## config.mk

```make
export PLATFORM = sky130hd
export DESIGN_NAME = yout_deserializer
export DESIGN_NICKNAME = d
export VERILOG_FILES = /design/src/rtl/yout_deserializer.sv
export SDC_FILE = /design/constraint.sdc
export NUM_CORES = 1
export LEC_CHECK = 0
export BUFFER_PORTS_ARGS = -buffer_cell sky130_fd_sc_hd__buf_2
export CORE_ASPECT_RATIO = 0.9
export CORE_UTILIZATION = 50
export CTS_CLUSTER_SIZE = 16
export DETAILED_ROUTE_END_ITERATION = 8
export HOLD_SLACK_MARGIN = 0.1
export PLACE_DENSITY = 0.84
export SYNTH_ARGS = -nofsm -noshare
export SYNTH_HDL_FRONTEND = slang
export SYNTH_SLANG_ARGS = --single-unit
export TNS_END_PERCENT = 50
```

## constraint.sdc

```tcl
create_clock -name clk -period 2.25 [get_ports clk]
set_clock_uncertainty 0.05 [all_clocks]
set_input_delay 0.675 -clock clk [delete_from_list [all_inputs] [get_ports clk]]
set_output_delay 0.675 -clock clk [all_outputs]
set_load 0.01 [all_outputs]
```

## src/rtl/yout_deserializer.sv

```systemverilog
// Serial-to-parallel assembler for the wembley_88 Yout bit stream: collects WORD_W bits
// MSB-first and hands complete words to a consumer through a small ready/valid buffer.
module yout_deserializer #(
    parameter int WORD_W     = 8,
    parameter int FIFO_DEPTH = 2,
    localparam int CNT_W     = $clog2(WORD_W),
    localparam int PTR_W     = $clog2(FIFO_DEPTH),
    localparam int LVL_W     = PTR_W + 1
) (
    input  logic              clk,
    input  logic              reset,
    input  logic              yin,
    input  logic              sample_en,
    input  logic              flush,
    output logic [WORD_W-1:0] word_out,
    output logic              word_valid,
    input  logic              word_ready,
    output logic [CNT_W-1:0]  bit_cnt,
    output logic [LVL_W-1:0]  fifo_level,
    output logic              overflow,
    input  logic              clr_ovf
);

    logic [WORD_W-1:0] sh;
    logic [WORD_W-1:0] new_word;
    logic [WORD_W-1:0] mem [FIFO_DEPTH];
    logic [PTR_W-1:0]  wr_ptr;
    logic [PTR_W-1:0]  rd_ptr;
    logic              sample_ok;
    logic              complete;
    logic              full;
    logic              pop;
    logic              push;

    // A flush in the same cycle as a sample discards that sample entirely.
    assign sample_ok  = sample_en && !flush;
    assign new_word   = {sh[WORD_W-2:0], yin};
    assign complete   = sample_ok && (bit_cnt == CNT_W'(WORD_W - 1));
    assign full       = (fifo_level == LVL_W'(FIFO_DEPTH));
    assign word_valid = (fifo_level != '0);
    assign pop        = word_valid && word_ready;
    assign push       = complete && (!full || pop);
    assign word_out   = mem[rd_ptr];

    // NOTE: every clocked block uses non-blocking assignments so that all registers
    // see the pre-edge values of each other, independent of statement order.
    always_ff @(posedge clk or negedge reset) begin
        if (!reset) begin
            sh      <= '0;
            bit_cnt <= '0;
        end else if (flush) begin
            sh      <= '0;
            bit_cnt <= '0;
        end else if (sample_en) begin
            sh <= new_word;
            if (bit_cnt == CNT_W'(WORD_W - 1)) begin
                bit_cnt <= '0;
            end else begin
                bit_cnt <= bit_cnt + CNT_W'(1);
            end
        end
    end

    // Depth is a power of two, so the pointers wrap naturally at their width.
    always_ff @(posedge clk or negedge reset) begin
        if (!reset) begin
            wr_ptr     <= '0;
            rd_ptr     <= '0;
            fifo_level <= '0;
            overflow   <= 1'b0;
        end else begin
            if (push) begin
                wr_ptr <= wr_ptr + PTR_W'(1);
            end
            if (pop) begin
                rd_ptr <= rd_ptr + PTR_W'(1);
            end
            case ({push, pop})
                2'b10:   fifo_level <= fifo_level + LVL_W'(1);
                2'b01:   fifo_level <= fifo_level - LVL_W'(1);
                default: fifo_level <= fifo_level;
            endcase
            // A drop in the same cycle as a clear keeps the flag set.
            if (complete && full && !pop) begin
                overflow <= 1'b1;
            end else if (clr_ovf) begin
                overflow <= 1'b0;
            end
        end
    end

    // NOTE: the word storage has no reset; entries are only read once fifo_level
    // says they were written, so clearing them would add logic for no benefit.
    always_ff @(posedge clk) begin
        if (push) begin
            mem[wr_ptr] <= new_word;
        end
    end

endmodule

```

## Word level (Yosys, flattened, before mapping)

Memories as Yosys holds them, arrays and structs flattened.
Index checks and enable logic that the tools add are counted.

- Register bits: 15
- Memory bits (writable): 16
- Bits of input ports: 7
- Logic and storage cells: 40
- Memories: 1

Memories:

| memory | depth | width | rd ports | clocked after Yosys merged registers in | write ports | RTL line | source |
|---|---|---|---|---|---|---|---|
| mem | 2 | 8 | 1 | 0 | 1 | 26 | `logic [WORD_W-1:0] mem [FIFO_DEPTH];` |

- Add/subtract/negate cells: 5
- Equal/unequal tests: 4
- Muxes and demuxes: 10
- Reductions and logical operators: 14

Operators with widths:

| kind | number |
|---|---|
| $mux W7 | 2 |
| $mux W3 | 3 |
| $reduce_bool A2 Y1 | 4 |
| $logic_and A1 B1 Y1 | 6 |
| $eq A2 B2 Y1 const B | 2 |
| $mux W1 | 4 |
| $pmux W2 S2 | 1 |
| $add A3 B1 Y3 const B | 1 |
| $eq A3 B3 Y1 const B | 1 |
| $logic_not A1 Y1 | 3 |
| $add A1 B1 Y1 const B | 2 |
| $add A2 B1 Y2 const B | 1 |
| $eq A2 B1 Y1 const B | 1 |
| $sub A2 B1 Y2 const B | 1 |
| $logic_or A1 B1 Y1 | 1 |

## Depth between registers and ports, before layout

- Depth in word-level cells: 6
- Gate-level depth with buffers: 8
- Depth with buffers taken out: 8

## Worst setup path after synthesis

Ideal clock, no wire load.

- Kind: input to register
- Start point: input flush
- End point: memory mem[1][0] (enable)
- Arrival time: 1.362 ns
- Data required time: 1.829 ns
- Setup slack: 0.467 ns
- Stages on the path: 3
- Buffers on the path: 0
- Path through: nand3b_1 > nand2b_4 > nor2_1

- Longest elaborated chain between the ends: 6

Ends and longest elaborated chain:

| item | RTL line | source |
|---|---|---|
| from (decl) | 14 | `input logic flush,` |
| $logic_not A1 Y1 | 36 | `assign sample_ok = sample_en && !flush;` |
| $logic_and A1 B1 Y1 | 36 |  |
| $logic_and A1 B1 Y1 | 38 | `assign complete = sample_ok && (bit_cnt == CNT_W'(WORD_W - 1));` |
| $logic_and A1 B1 Y1 | 42 | `assign push = complete && (!full \|\| pop);` |
| $mux W1 | 95 | `if (push) begin` |
| $mux W1 (implied by the code) | 96 | `mem[wr_ptr] <= new_word;` |
| to (decl) | 26 |  |

Every way passes these cells.

## Final worst setup path

- Start point: register rd_ptr
- End point: output word_out[2]

- Longest elaborated chain between the ends: 1

Ends and longest elaborated chain:

| item | RTL line | source |
|---|---|---|
| from (decl) | 28 | `logic [PTR_W-1:0] rd_ptr;` |
| from (signal assigned) | 76 | `rd_ptr <= rd_ptr + PTR_W'(1);` |
| $mem_v2 Z2 W8 | -- |  |
| to (decl) | 15 | `output logic [WORD_W-1:0] word_out,` |

Every way passes these cells.

==> run metrics <==
status=finished clean; Netlist cell types=17; Post-Synthesis Cells=a little over 80; multi-input logic area=~380 um^2; Setup Total Neg Slack=0 ps; most area-consuming cells after synthesis=edfxtp_1 38%, dfrtp_1 30%, mux2i_1 8.0%, mux2_2 7.2%, nor2_1 4.2%; Total GRT Usage=0.1736; Compound-Gate Fraction of Synth Area=0.004985; Max Cap Viol=0; Worst setup SP type=register; largest net degree at the start of global routing=16; # H-tree levels=2; post-CTS setup buffer count=0; syn_nets=92; Core Box Area=around 2300 um^2; Filler Cells Inserted=180; placed cell area=between 1000 and 1500 um^2; TritonRoute pass-1 iters=5; number of global-route vias before repair=around 650; Reg power frac=0.540; Crit. End Element=primary output; post-route core utilization=0.6455; Data required, critical path=1520 ps; cts bufs inserted=5; xor/xnor share of the synthesized area=0.03490; Simple-Gate Fraction of Synth Area=0.07976; Routed WL per cell=~14 um; RSZ-0062 raised after global routing=no; hold crit path type=primary input to asynchronous set/reset pin; CTS Root Cell=clkbuf_4; starting density of the core=0.5548; drt initial violations=9; Setup-failing EPs final=0; Net Sw Frac=0.2761; cell taking the most area after synthesis=edfxtp_1; clock power share=0.249; layout cells sized above 1=0.4000; Clk pin slew, worst setup/hold paths=approximately 90 ps; Hold Fails Final Rpt=0; Reg-to-Reg End=fifo_level[1]; largest family of logic cells by synthesized area=multiplexers; Synth Register Bits=31; first-pass GRT wire length=slightly above 3 mm; Peak VDD IR=approximately 0.00060 V; post-synthesis mux area share=0.1515; total gr overflow=0; CTS tree=built; internal reg-to-reg setup slack=510 ps; initial antenna violation count=0; WHS=193.3 ps; Power Density=slightly below 900 nW/um^2; Yosys top cell area share=0.3829; area grow syn2layout=16.35%; kind of critical path=register to primary output; DRC viols=0; total clock sinks=31; Worst Tran Pin Value=roughly 330 ps; Synth Area in Adders=0.02991; worst-skew pair later-pin latency=~310 ps; Internal Power=approximately 0.93 mW; Detail Route Antenna Nets=0; Detail Placement HPWL=between 1 and 1.5 mm; minimum clock period=between 2000 and 2500 ps; Max Fclk=0.4868 GHz; CTS Buffer Depth=2; Final Wtd Congestion=0.7771; Worst Path Max Fanout=9; Worst slew margin=0.7789; fin. max-slew vios=0; Yosys Warn Count=0; Antenna Cells=0; flip-flop and latch area=about 860 um^2; vias per cell=roughly 5; leakage=roughly 0.65 nW; period utilisation layout=0.9130; Worst Reg-to-Reg Cells=7; post-route cell area=about 1500 um^2; Nets=120; final WL=about 1.9 mm; Row Count=16; PortBufs=21; DIE HEIGHT=around 50 um; worst r2r src=bit_cnt[0]; synthesized area per cell=between 15 and 20 um^2; sw power=approximately 0.35 mW; sequential share of the synthesized area=0.6820; Mapped Area=approximately 1300 um^2; Die Area=approximately 2700 um^2; die width=54.81 um; IO Count=22; critical path data arrival time=roughly 1300 ps; combinational power share=0.211; Via Count=690
==> how the worst max path moves through the flow <==
stage	from	to	depth (start not counted)	slack, ps
6_report	rd_ptr	word_out[2]	2	200
5_1_grt	rd_ptr	word_out[2]	2	130
4_1_cts	rd_ptr	word_out[2]	2	60
3_5_place_dp	flush	fifo_level[1]	6	310
3_3_place_gp	word_ready	fifo_level[1]	6	340
2_1_floorplan	flush	mem[1][0]	3	470
==> flip-flops by register name, indices dropped and copies added, names as in the netlist <==
signal and cells:
rd_ptr 1, mem 16, overflow 1, fifo_level 2
wr_ptr 1, sh 7, bit_cnt 3
==> timing repair <==
action,CTS,global route
endpoints found under the setup margin,0,1
hold buffers,0,0
resized for setup,0,1
==> power groups by stage <==
stage          registers (mW)  logic (mW)  clock network, mW
2_1_floorplan           0.678       0.206                  0
3_3_place_gp            0.700       0.264                  0
3_5_place_dp            0.705       0.274                  0
4_1_cts                 0.693       0.276              0.326
5_1_grt                 0.701       0.293              0.360
6_report                0.693       0.271              0.319
==> logic make-up (layout without fill, tap and decap cells) <==
family	Yosys count	count (layout)
AOI/OAI and AO/OA	1	1
muxes	18	18
adders and majority gates	3	3
xor gates and xnor gates	5	5
DFF	31	31
and+or+nand+nor	19	19
buffers and inverters	5	33
==> cell type report <==
class / instances / share of cell area
flip-flops and latches: 31 / 0.5870
repair buffers: 24 / 0.08740
clock inverters: 1 / 0.003428
well taps: 27 / 0.02314
multi-input cells: 46 / 0.2588
clock buffers: 6 / 0.03513
inverters: 2 / 0.005141
==> synth_stat cells <==
cell	n
and2_4	1
buf_2	2
clkbuf_1	1
dfrtp_1	15
edfxtp_1	16
ha_1	3
inv_1	2
mux2_2	8
mux2i_1	10
nand2b_4	1
nand3b_1	1
nor2_1	14
o22ai_1	1
or2_2	1
or3b_4	1
xnor2_1	3
xor2_1	2
==> stage by stage <==
stage	setup WS [ps]	std cells	power [mW]
floorplan	467.4	82	0.8839
global placement	342.2	130	0.9640
detailed placement	305.5	130	0.9783
CTS	56.34	137	1.294
global route	126.7	137	1.354
finish	195.7	137	1.284
==> metal layers <==
| layer | share of wire | wire (um) | global-route usage | up-vias |
|---|---|---|---|---|
| met1 | 0.44 | 832 | 0.2004 | 326 |
| met4 | 0.023 | 44 | 0.1026 | 0 |
| met3 | 0.048 | 91 | 0.06173 | 4 |
| met5 | 0 | 0 | 0 | - |
| li1 | - | - | - | 341 |
| met2 | 0.49 | 942 | 0.2691 | 19 |
==> worst max-delay path, stage by stage (launching register included) <==
cell and delay [ps]:
dfrtp_2 510, mux2_2 360, buf_2 140
==> layout by cell type, fill, tap and decap left out, drive strengths merged, types with 2 or more instances in the layout <==
master  count
buf        24
clkbuf      6
dfrtp      15
edfxtp     16
ha          3
inv         2
mux2        8
mux2i      10
nor2       14
xnor2       3
xor2        2
Note: power is estimated with default switching activity, not from simulation.
